[src/rtl/pipe_ctrl_pkg.sv]
// rtl/pipe_ctrl_pkg.sv - shared pipeline-control types and constants
//
// hz_state_t : hazard unit FSM states (RUN, MEM_WAIT, TIMEOUT)
// REG_ZERO   : architectural x0, which never creates a data hazard
// NOP_INSTR  : canonical NOP (addi x0, x0, 0) loaded into flushed registers
// WAIT_W     : width of the data-memory wait watchdog counter
package pipe_ctrl_pkg;

    typedef enum logic [1:0] {
        RUN      = 2'd0,
        MEM_WAIT = 2'd1,
        TIMEOUT  = 2'd2
    } hz_state_t;

    localparam logic [4:0]  REG_ZERO  = 5'd0;
    localparam logic [31:0] NOP_INSTR = 32'h0000_0013;
    localparam int          WAIT_W    = 8;

endpackage

[src/rtl/sat_counter.sv]
// rtl/sat_counter.sv - saturating up-counter with synchronous clear
//
// clk    : rising-edge clock
// arst_n : asynchronous active-low reset, value -> 0
// inc_en : add one this edge unless already all-ones
// clr    : synchronous clear, wins over inc_en
// value  : current count
module sat_counter #(
    parameter int WIDTH = 32
) (
    input  logic             clk,
    input  logic             arst_n,
    input  logic             inc_en,
    input  logic             clr,
    output logic [WIDTH-1:0] value
);

    always_ff @(posedge clk or negedge arst_n) begin
        if (!arst_n) begin
            value <= '0;
        end else if (clr) begin
            value <= '0;
        end else if (inc_en && (value != {WIDTH{1'b1}})) begin
            value <= value + WIDTH'(1);
        end
    end

endmodule

[src/rtl/hazard_stall_unit.sv]
// rtl/hazard_stall_unit.sv - stall/flush controller for the 5-stage pipeline
//
// Inputs : clk, arst_n (async active-low), rs1_IFID/rs2_IFID and their use
//          flags, rd_IDEX, mem_read_IDEX, branch_taken_EX, dmem_busy,
//          stall_clr (clears stall_cycles next edge)
// Outputs: pc_write, ifid_write, ifid_flush, idex_bubble, pipe_freeze
//          (same-cycle decode), mem_timeout (sticky watchdog flag),
//          stall_cycles (saturating count of cycles with pc_write=0)
module hazard_stall_unit
    import pipe_ctrl_pkg::*;
#(
    parameter int MAX_MEM_WAIT = 16,
    parameter int CNT_W        = 32
) (
    input  logic             clk,
    input  logic             arst_n,
    input  logic [4:0]       rs1_IFID,
    input  logic [4:0]       rs2_IFID,
    input  logic             use_rs1_IFID,
    input  logic             use_rs2_IFID,
    input  logic [4:0]       rd_IDEX,
    input  logic             mem_read_IDEX,
    input  logic             branch_taken_EX,
    input  logic             dmem_busy,
    input  logic             stall_clr,
    output logic             pc_write,
    output logic             ifid_write,
    output logic             ifid_flush,
    output logic             idex_bubble,
    output logic             pipe_freeze,
    output logic             mem_timeout,
    output logic [CNT_W-1:0] stall_cycles
);

    localparam logic [WAIT_W-1:0] WAIT_LIMIT = WAIT_W'(MAX_MEM_WAIT);

    hz_state_t         state, state_nxt;
    logic [WAIT_W-1:0] wait_cnt, wait_cnt_nxt;
    logic              load_use;
    logic              rs1_hit, rs2_hit;

    // Only a load still in EX can't be forwarded in time; x0 is never written.
    assign rs1_hit  = use_rs1_IFID && (rd_IDEX == rs1_IFID);
    assign rs2_hit  = use_rs2_IFID && (rd_IDEX == rs2_IFID);
    assign load_use = mem_read_IDEX && (rd_IDEX != REG_ZERO) && (rs1_hit || rs2_hit);

    always_ff @(posedge clk or negedge arst_n) begin
        if (!arst_n) begin
            state    <= RUN;
            wait_cnt <= '0;
        end else begin
            state    <= state_nxt;
            wait_cnt <= wait_cnt_nxt;
        end
    end

    // Watchdog: wait_cnt counts busy cycles seen in the current burst. The
    // trip check happens before incrementing, so a burst of exactly
    // MAX_MEM_WAIT cycles ends in RUN and the counter never exceeds the limit.
    always_comb begin
        state_nxt    = state;
        wait_cnt_nxt = wait_cnt;
        unique case (state)
            RUN: begin
                if (dmem_busy) begin
                    state_nxt    = MEM_WAIT;
                    wait_cnt_nxt = WAIT_W'(1);
                end
            end
            MEM_WAIT: begin
                if (!dmem_busy) begin
                    state_nxt    = RUN;
                    wait_cnt_nxt = '0;
                end else if (wait_cnt == WAIT_LIMIT) begin
                    state_nxt    = TIMEOUT;
                end else begin
                    wait_cnt_nxt = wait_cnt + WAIT_W'(1);
                end
            end
            TIMEOUT: begin
                state_nxt = TIMEOUT;
            end
            default: begin
                state_nxt    = RUN;
                wait_cnt_nxt = '0;
            end
        endcase
    end

    // Strict-priority decode: freeze > taken branch > load-use > run.
    // A taken branch wins over load-use because the ID instruction is on the
    // wrong path and is being flushed anyway.
    always_comb begin
        pc_write    = 1'b1;
        ifid_write  = 1'b1;
        ifid_flush  = 1'b0;
        idex_bubble = 1'b0;
        pipe_freeze = 1'b0;
        if ((state == TIMEOUT) || dmem_busy) begin
            pipe_freeze = 1'b1;
            pc_write    = 1'b0;
            ifid_write  = 1'b0;
        end else if (branch_taken_EX) begin
            ifid_flush  = 1'b1;
            idex_bubble = 1'b1;
        end else if (load_use) begin
            pc_write    = 1'b0;
            ifid_write  = 1'b0;
            idex_bubble = 1'b1;
        end
    end

    // state is a flop, so this is a registered flag that holds until reset.
    assign mem_timeout = (state == TIMEOUT);

    sat_counter #(
        .WIDTH (CNT_W)
    ) u_stall_cnt (
        .clk    (clk),
        .arst_n (arst_n),
        .inc_en (~pc_write),
        .clr    (stall_clr),
        .value  (stall_cycles)
    );

endmodule

[config.mk]
export PLATFORM = sky130hd
export DESIGN_NAME = hazard_stall_unit
export DESIGN_NICKNAME = d
export VERILOG_FILES = /design/src/rtl/pipe_ctrl_pkg.sv /design/src/rtl/sat_counter.sv /design/src/rtl/hazard_stall_unit.sv
export SDC_FILE = /design/constraint.sdc
export NUM_CORES = 1
export LEC_CHECK = 0
export ABC_CLOCK_PERIOD_IN_PS = 4000
export CAP_MARGIN = 20
export CORE_MARGIN = 3
export CORE_UTILIZATION = 35
export CTS_CLUSTER_SIZE = 12
export DETAILED_ROUTE_END_ITERATION = 8
export SLEW_MARGIN = 40
export SYNTH_ARGS = -nofsm -noshare
export SYNTH_HDL_FRONTEND = slang
export SYNTH_SLANG_ARGS = --single-unit
[constraint.sdc]
create_clock -name clk -period 4 [get_ports clk]
set_input_delay 1.2 -clock clk [delete_from_list [all_inputs] [get_ports clk]]
set_output_delay 1.2 -clock clk [all_outputs]
set_load 0.03 [all_outputs]
---- Word-level counts from Yosys, hierarchy flattened ----
Index checks and enable logic that the tools add are counted.
cells by class
  bitwise operators ....................... 2
  order comparisons ....................... 0
  div/mod/pow operators ................... 0
  shift-type cells ........................ 0
  multipliers ............................. 0
  equality and inequality tests ........... 9
  reductions and logical operators ........ 12
  add/sub/neg operators ................... 2
  muxes and demuxes ....................... 19
operators with widths
  kind                     number
  $mux W32                 2
  $add A32 B1 Y32 const B  1
  $ne A32 B32 Y1 const B   1
  $mux W8                  3
  $pmux W8 S3              1
  $eq A5 B5 Y1             2
  $mux W1                  9
  $add A8 B1 Y8 const B    1
  $eq A8 B5 Y1 const B     1
  $mux W2                  3
  $ne A3 B3 Y1 const B     2
  $pmux W2 S3              1
  $logic_and A1 B1 Y1      5
  $reduce_bool A5 Y1       1
  $reduce_and A3 Y1        1
  $eq A2 B1 Y1 const B     1
  $eq A2 B2 Y1 const B     1
  $logic_not A2 Y1         1
  $logic_or A1 B1 Y1       2
  $ne A2 B2 Y1 const B     1
  $not A1 Y1               2
  $reduce_and A2 Y1        1
  $reduce_bool A2 Y1       1
word-level totals
  memory bits (read-only) ................. 0
  bits in latches ......................... 0
  memories kept ........................... 0
  memory bits (writable) .................. 0
  bits in registers ....................... 42
  output and inout bits ................... 38

---- Longest topological paths before layout ----
Gate-level depths: netlist of run 1.
  word-level depth ........................ 11
  mapped depth ............................ 9
  gate-level depth less buffers ........... 7

---- Cells and area by module ----
Synthesis of run 1 repeated with hierarchy kept, for this count alone.
unflattened totals
  cells, all modules ...................... 283
  area, all modules ....................... 2633.8 um^2
modules (own cells, without submodules)
  module             instances  cells each  area each (um^2)  seq. area each (um^2)
  sat_counter        1          198         1854.3            800.8
  hazard_stall_unit  1          85          779.5             250.2

---- Least setup slack after synthesis of run 1 ----
Ideal clock, no wire load.
  kind .................................... input -> output
  from .................................... input rd_IDEX[0]
  to ...................................... output pc_write
  data arrival time ....................... 2.596 ns
  setup slack ............................. 0.204 ns
  stages .................................. 5
  cell sequence ........................... or4_1 > o21ai_1 > o31a_1 > buf_2 > buf_4
on the way
  longest elaborated chain between the ends .. 7
  elaborated cells on any way between the ends .. 11
  classes of those cells .................. eq/ne: 2; mux: 3; reduce/logical: 6
ends and longest elaborated chain
  what                                    RTL line                                          source
  start: declaration                      hazard_stall_unit.sv:21                           input logic [4:0] rd_IDEX,
  $eq A5 B5 Y1 (on tied branches)         hazard_stall_unit.sv:43, hazard_stall_unit.sv:44
  $logic_and A1 B1 Y1 (on tied branches)  hazard_stall_unit.sv:43, hazard_stall_unit.sv:44
  $logic_or A1 B1 Y1                      hazard_stall_unit.sv:45                           assign load_use = mem_read_IDEX && (rd_IDEX != REG_ZERO) && (rs1_hit || rs2_hit);
  $logic_and A1 B1 Y1 *                   hazard_stall_unit.sv:45
  $mux W1 * (3 in series)                 --
  end: declaration                        hazard_stall_unit.sv:26                           output logic pc_write,
Mark *: on every way between the ends. The rest lies on a longest branch, timed or not.

---- Worst setup path after layout of run 1 ----
  from .................................... input rd_IDEX[1]
  to ...................................... output pc_write
on the way
  longest elaborated chain between the ends .. 7
  elaborated cells on any way between the ends .. 11
  classes of those cells .................. eq/ne: 2; mux: 3; reduce/logical: 6
ends and longest elaborated chain
  what                                    RTL line                                          source
  $eq A5 B5 Y1 (on tied branches)         hazard_stall_unit.sv:43, hazard_stall_unit.sv:44
  $logic_and A1 B1 Y1 (on tied branches)  hazard_stall_unit.sv:43, hazard_stall_unit.sv:44
  $logic_or A1 B1 Y1                      hazard_stall_unit.sv:45
  $logic_and A1 B1 Y1 *                   hazard_stall_unit.sv:45
  $mux W1 *                               hazard_stall_unit.sv:106                          end else if (load_use) begin
  $mux W1 *                               hazard_stall_unit.sv:103                          end else if (branch_taken_EX) begin
  $mux W1 *                               hazard_stall_unit.sv:99                           if ((state == TIMEOUT) || dmem_busy) begin
Marked as above.

==> results of run 1 <==
[layer usage]
metal | vias up | GRT usage, % | wire length (µm)
li1 | 1154 | - | -
met1 | 1136 | 21.2 | 2880
met2 | 49 | 24.9 | 2880
met3 | 4 | 3.50 | 273
met4 | 0 | 4.08 | 46
met5 | - | 0 | 0
[synth_stat cells, drive strengths merged, types with 4 or more instances]
cell type	n
a21oi	30
and2	4
and3	6
buf	6
clkbuf	6
dfrtp	42
inv	9
nand2	27
nand3	11
nand4	12
nor2	14
nor4	4
o21ai	18
o22ai	7
o31ai	10
or3	17
or4	11
xnor2	11
xor2	5
[sequential cells by signal (all words and copies together), names as in the netlist]
| register | flops |
|---|---|
| state | 2 |
| wait_cnt | 8 |
| u_stall_cnt.value | 32 |
[worst reg2reg max path, stage by stage, from the launching register on]
cell and delay, ns:
dfrtp_1 0.51, nor2b_1 0.26, nor2_1 0.10, buf_4 0.15, o221ai_1 0.15, nand3_4 0.37
or4_1 0.60, a21oi_1 0.15
[logic make-up (layout without fill, tap and decap cells)]
family,count (synthesis),count (layout),share of synthesized area (%)
AO/OA/AOI/OAI,74,74,17.6
multiplexers,4,4,1.75
buffers and inverters,21,81,4.15
AND/OR/NAND/NOR,120,120,27.5
XOR/XNOR,16,16,5.59
flip-flops,42,42,42.0
adder cells (fa/ha/maj),3,3,1.50
[per-stage QoR]
| stage | area [µm²] | worst slack (ns) | hold slack [ns] | cells |
|---|---|---|---|---|
| 5_1_grt | 3270 | 0.0257 | 0.601 | 436 |
| 6_report | 3270 | 0.0950 | 0.573 | 436 |
| 4_1_cts | 3270 | 0.0602 | 0.574 | 436 |
| 2_1_floorplan | 2500 | 0.204 | 0.459 | 280 |
| 3_5_place_dp | 3180 | -0.0570 | 0.562 | 428 |
| 3_3_place_gp | 3170 | -0.0262 | 0.560 | 428 |
[cells in the final DEF, fill, tap and decap left out, types with 3 or more instances in the layout]
cell type / synthesis / final
or3_1: 16 / 16
or2_2: 3 / 3
xnor2_1: 11 / 11
inv_1: 9 / 9
ha_1: 3 / 3
clkdlybuf4s50_1: 0 / 52
and3_1: 6 / 6
o22ai_1: 7 / 7
o31a_1: 3 / 3
nand3_1: 10 / 10
buf_4: 1 / 7
nand2_1: 27 / 27
and4_1: 3 / 3
nand4_1: 10 / 10
nor2_1: 14 / 14
a21oi_1: 30 / 30
o21ai_0: 7 / 7
or4_1: 11 / 11
o21ai_1: 11 / 10
nor2b_1: 3 / 3
clkbuf_8: 0 / 5
nor4_1: 4 / 4
dfrtp_1: 42 / 42
and2_1: 4 / 4
xor2_1: 5 / 5
dlygate4sd2_1: 0 / 3
o31ai_1: 10 / 10
[where the power goes]
| part | switching (mW) | internal (mW) | leakage (nW) |
|---|---|---|---|
| clock | 0.142 | 0.121 | 0.0383 |
| combinational | 0.0603 | 0.0486 | 0.618 |
| sequential | 0.00669 | 0.429 | 0.581 |
| total | 0.209 | 0.598 | 1.24 |
[path summary, 6_finish.rpt]
| kind | endpoint | cells after the start |
|---|---|---|
| min in group asynchronous | u_stall_cnt.value[28]$_DFFE_PN0P_ | 1 |
| setup reg to reg | u_stall_cnt.value[13]$_DFFE_PN0P_ | 7 |
| hold / removal | u_stall_cnt.value[30]$_DFFE_PN0P_ | 2 |
| setup / recovery | pc_write | 6 |
| hold reg to reg | u_stall_cnt.value[30]$_DFFE_PN0P_ | 2 |
| max in group asynchronous | u_stall_cnt.value[9]$_DFFE_PN0P_ | 1 |
[cell type report]
cell class,instances,area (µm²)
repair buffers,65,634
flip-flops and latches,42,1050
well taps,96,120
fillers,677,3600
multi-input cells,217,1350
inverters,9,33.8
clock buffers,7,76.3
[repair_timing]
action | in CTS | in global routing
pin swaps | 2 | 1
setup endpoints to repair | 3 | 2
buffers inserted | 1 | 0
gates resized for setup | 6 | 1
==> results.txt, run 1 <==
Leakage power -> 1.24 nW
Starting Density -> 36.5%
Synth area leader -> dfrtp_1
CP top delay family -> buffers and inverters
Period minus WS final -> 3.90 ns
Max Clock Freq -> 256 MHz
Cell Area, Synth -> 2500 µm²
Die W -> 90.6 µm
Syn avg cell area -> 8.95 µm²
Max-slew violation count -> 0
Area delta synth->final -> 30.5%
Worst reg2reg path startpoint -> state[0]$_DFFE_PN0P_
MaxCap Viol Count -> 0
Critical-path maximum fanout -> 3
Pin count of the biggest net entering global routing -> 43
Clock slew at reported path FFs -> 0.08 ns
Diode count -> 0
Asr flop ratio synth -> 100%
Pre-antenna DRT Iters -> 4
Worst endpoint required time -> 2.80 ns
Clock Root Buffer -> clkbuf_8
Endpoints failing setup -> 0
Worst-path cell with the longest stage delay -> clkdlybuf4s50_1
Period utilization -> 97.6%
Num rows -> 30
Crit Path Class -> input port to output pin
Final hold vios -> 0
RD Place Congestion -> 0.794
Yosys Warn Count -> 0
ANT nets after route -> 0
Worst-case clock skew -> 0.00782 ns
Slew @ Worst Pin -> 0.548 ns
Status -> completed
Critical Path Sink Type -> output pin
Core area -> 6870 µm²
Hold Path Class -> flop to flop
Clock Latency Late Sink -> 0.29 ns
Die footprint -> 8210 µm²
Number of buffers and inverters on the critical path -> 2
Finished Core Util -> 47.6%
Initial antenna violation count -> 0
Top cells by area, synth -> dfrtp_1, a21oi_1, nand2_1
GRT Overall Usage -> 15.6%
Top FF cell, synth -> dfrtp_1
Setup TNS -> 0 ns
Clock Tree Buf Depth -> 2
TritonCTS Buffers -> 5
Vias in the first global route -> 2231
Synth unique cells -> 44
CP Data Arrival Time -> 2.70 ns
Total gr overflow -> 0
Sequential area share after synthesis -> 42.0%
Hold Crit Start -> u_stall_cnt.value[30]$_DFFE_PN0P_
Initial DRC count -> 134
Per-cell routed wire length -> 13.9 µm
RSZ-0062 raised after global routing -> false
Worst VDD drop -> 0.241 mV
Nets -> 366
Overall power -> 0.807 mW
Area share of the largest cell type after synthesis -> 42.0%
Post-synth EDFFs -> 0
Reg2reg setup slack -> 1.64 ns
Dpl hpwl -> 4.40 mm
Slew headroom -> 63.5%
H-Tree Depth -> 2
Via Count -> 2343
Crit. Startpoint -> rd_IDEX[1]
Hold buffers post-CTS -> 0
IO Count -> 61
Setup crit start kind -> input port
CTS tree -> yes
#FFs+latches synth -> 42
Clock sinks -> 42
Layout cell share with drive strength beyond 1 -> 7.06%
Power density cells -> 247 nW/µm²
CP peak stage delay -> 0.55 ns
Synth Net Count -> 306
Post-DR vias/cell -> 5.37
Die Height -> 90.6 µm
Port buffer count -> 60
DRC -> 0
Worst path cell trace -> clkdlybuf4s50_1 > xnor2_1 > nand2_1 > o22a_1 > o31a_1 > buf_6
First-pass GRT wire length -> 10.8 mm
Synthesized instance count -> 280
Total Wirelength -> 6.08 mm
Power figures use the tool's default switching activity.
==> run 2: changes to the inputs <==
--- a/config.mk
+++ b/config.mk
@@ -7,6 +7,7 @@
 export LEC_CHECK = 0
 export ABC_CLOCK_PERIOD_IN_PS = 4000
 export CAP_MARGIN = 20
+export CORE_ASPECT_RATIO = 0.9
 export CORE_MARGIN = 3
 export CORE_UTILIZATION = 35
 export CTS_CLUSTER_SIZE = 12
==> run 2 against run 1 <==
Compared with the run above: clock-buffer cell count decreased by 2; highest routed layer unchanged; global-route usage increased by 0.14 points; total power increased by 0.91%; clock power increased by 2%; sequential share of layout area decreased by 0.36 points; first-iteration DRC count increased by 1.5%; design area increased by 1.1%; non-clock buffer count increased by 3; routed wire length increased by 2.1%; critical path depth unchanged; sequential power about the same.
==> results.txt, run 2 (synthesis gave the netlist of run 1 again) <==
IO Count -> 61
Post-DR vias/cell -> 5.38
Clock Root Buffer -> clkbuf_8
Clock sinks -> 42
ANT nets after route -> 0
Diode count -> 0
MaxCap Viol Count -> 0
R2r endpoint -> u_stall_cnt.value[3]$_DFFE_PN0P_
Reg2reg setup slack -> 1.61 ns
Worst endpoint required time -> 2.80 ns
Period minus WS final -> 3.94 ns
Slew headroom -> 56.8%
Core area -> 6760 µm²
Layout cell share with drive strength beyond 1 -> 8.75%
Leakage power -> 1.31 nW
Num rows -> 28
Crit Path Class -> input port to output pin
Die footprint -> 8210 µm²
H-Tree Depth -> 2
Worst reg2reg path startpoint -> state[0]$_DFFE_PN0P_
First-pass GRT wire length -> 10.3 mm
Vias in the first global route -> 2237
Total gr overflow -> 0
Setup crit start kind -> input port
Max Clock Freq -> 254 MHz
Top flop regs -> u_stall_cnt.value x32, wait_cnt x8, state x2
Worst VDD drop -> 0.145 mV
Dpl hpwl -> 4.48 mm
DRC -> 0
TritonCTS Buffers -> 5
Commonest non-fill, non-tap cell in the layout -> clkdlybuf4s50_1
Crit. Startpoint -> rs2_IFID[3]
Critical Path Sink Type -> output pin
CP Data Arrival Time -> 2.74 ns
GRT Overall Usage -> 15.7%
Hold Path Class -> flop to flop
Pin count of the biggest net entering global routing -> 43
Nets -> 369
R2r worst-path depth -> 8
CTS tree -> yes
RD Place Congestion -> 0.721
Finished Core Util -> 48.9%
Number of fill cells -> 671
Max-slew violation count -> 0
Slew @ Worst Pin -> 0.645 ns
Starting Density -> 37.0%
Initial DRC count -> 136
Via Count -> 2331
Hold slack -> 0.575 ns
Final hold vios -> 0
Biggest register -> u_stall_cnt.value
Clock Tree Buf Depth -> 2
Power density cells -> 246 nW/µm²
Worst-case clock skew -> 0.00904 ns
Port buffer count -> 60
Critical-path maximum fanout -> 5
Die Height -> 86.3 µm
Pre-antenna DRT Iters -> 4
Commonest non-fill, non-tap cells in the layout -> clkdlybuf4s50_1, dfrtp_1, a21oi_1
Endpoints failing setup -> 0
Die W -> 95.2 µm
Status -> completed
CP Capture Point -> pc_write
Per-cell routed wire length -> 14.3 µm
Initial antenna violation count -> 0
Period utilization -> 98.5%
Max reg flops -> 32
Total Wirelength -> 6.21 mm
Clock Latency Late Sink -> 0.30 ns
Area delta synth->final -> 32.0%
Clock slew at reported path FFs -> 0.08 ns
==> run 2: changes by cell type in the layout (fill, tap and decap cells not counted), sizes merged <==
cell / previous run / this run
buf: 9 / 12
clkbuf: 7 / 5
clkdlybuf4s50: 52 / 47
clkinv: 0 / 2
dlymetal6s2s: 1 / 6
==> run 2: repair_timing <==
| action | in CTS | in global routing |
|---|---|---|
| gates resized for setup | 6 | 7 |
| buffers inserted | 0 | 1 |
| pin swaps | 1 | 7 |
| setup endpoints to repair | 3 | 2 |
| hold buffers | 0 | 0 |
==> run 2: critical path, stage by stage <==
cell and delay [ns]:
clkdlybuf4s50_1 0.48, xnor2_1 0.12, nand4_1 0.15, o22a_1 0.22
o31a_1 0.39, buf_6 0.18
==> run 2: how the worst min path moves through the flow <==
stage / startpoint / end / slack [ns] / cells after the start
after floorplan: state[0]$_DFFE_PN0P_ / state[0]$_DFFE_PN0P_ / 0.46 / 1
after global placement: wait_cnt[1]$_DFFE_PN0P_ / wait_cnt[1]$_DFFE_PN0P_ / 0.56 / 2
after detailed placement: u_stall_cnt.value[21]$_DFFE_PN0P_ / u_stall_cnt.value[21]$_DFFE_PN0P_ / 0.56 / 2
after CTS: u_stall_cnt.value[21]$_DFFE_PN0P_ / u_stall_cnt.value[21]$_DFFE_PN0P_ / 0.58 / 2
after global routing: wait_cnt[7]$_DFFE_PN0P_ / wait_cnt[7]$_DFFE_PN0P_ / 0.60 / 2
final: u_stall_cnt.value[21]$_DFFE_PN0P_ / u_stall_cnt.value[21]$_DFFE_PN0P_ / 0.57 / 2
==> run 2: cell type report <==
cell class	count	area (µm²)	area share, %
multi-input combinational	217	1360	41.2
sequential	42	1050	31.8
timing repair buffer	68	669	20.2
tap	90	113	3.41
clock buffer	5	68.8	2.08
inverter	9	33.8	1.02
clock inverter	2	10.0	0.303
==> run 2: per-stage QoR <==
| step | std cells | setup slack [ns] | instance area, µm² | setup TNS [ns] | power [mW] |
|---|---|---|---|---|---|
| finish | 433 | 0.0609 | 3310 | 0 | 0.815 |
| CTS | 432 | 0.0314 | 3280 | 0 | 0.825 |
| floorplan | 280 | 0.204 | 2500 | 0 | 0.503 |
| global route | 433 | -0.0282 | 3310 | -0.0551 | 0.855 |
| global placement | 425 | -0.108 | 3190 | -0.251 | 0.555 |
| detailed placement | 425 | -0.0891 | 3190 | -0.202 | 0.557 |
==> run 2: power breakdown <==
part | leakage (nW) | internal, mW | switching, mW
logic | 0.681 | 0.0501 | 0.0617
registers | 0.581 | 0.429 | 0.00719
clock network | 0.0438 | 0.117 | 0.149
==> run 2: metal layers <==
metal / up-vias / share of wire [%] / global-route usage [%]
met3: 6 / 6.2 / 5.38
met4: 0 / 0.69 / 3.15
li1: 1161 / - / -
met5: - / 0 / 0
met2: 51 / 46 / 25.4
met1: 1113 / 47 / 20.5
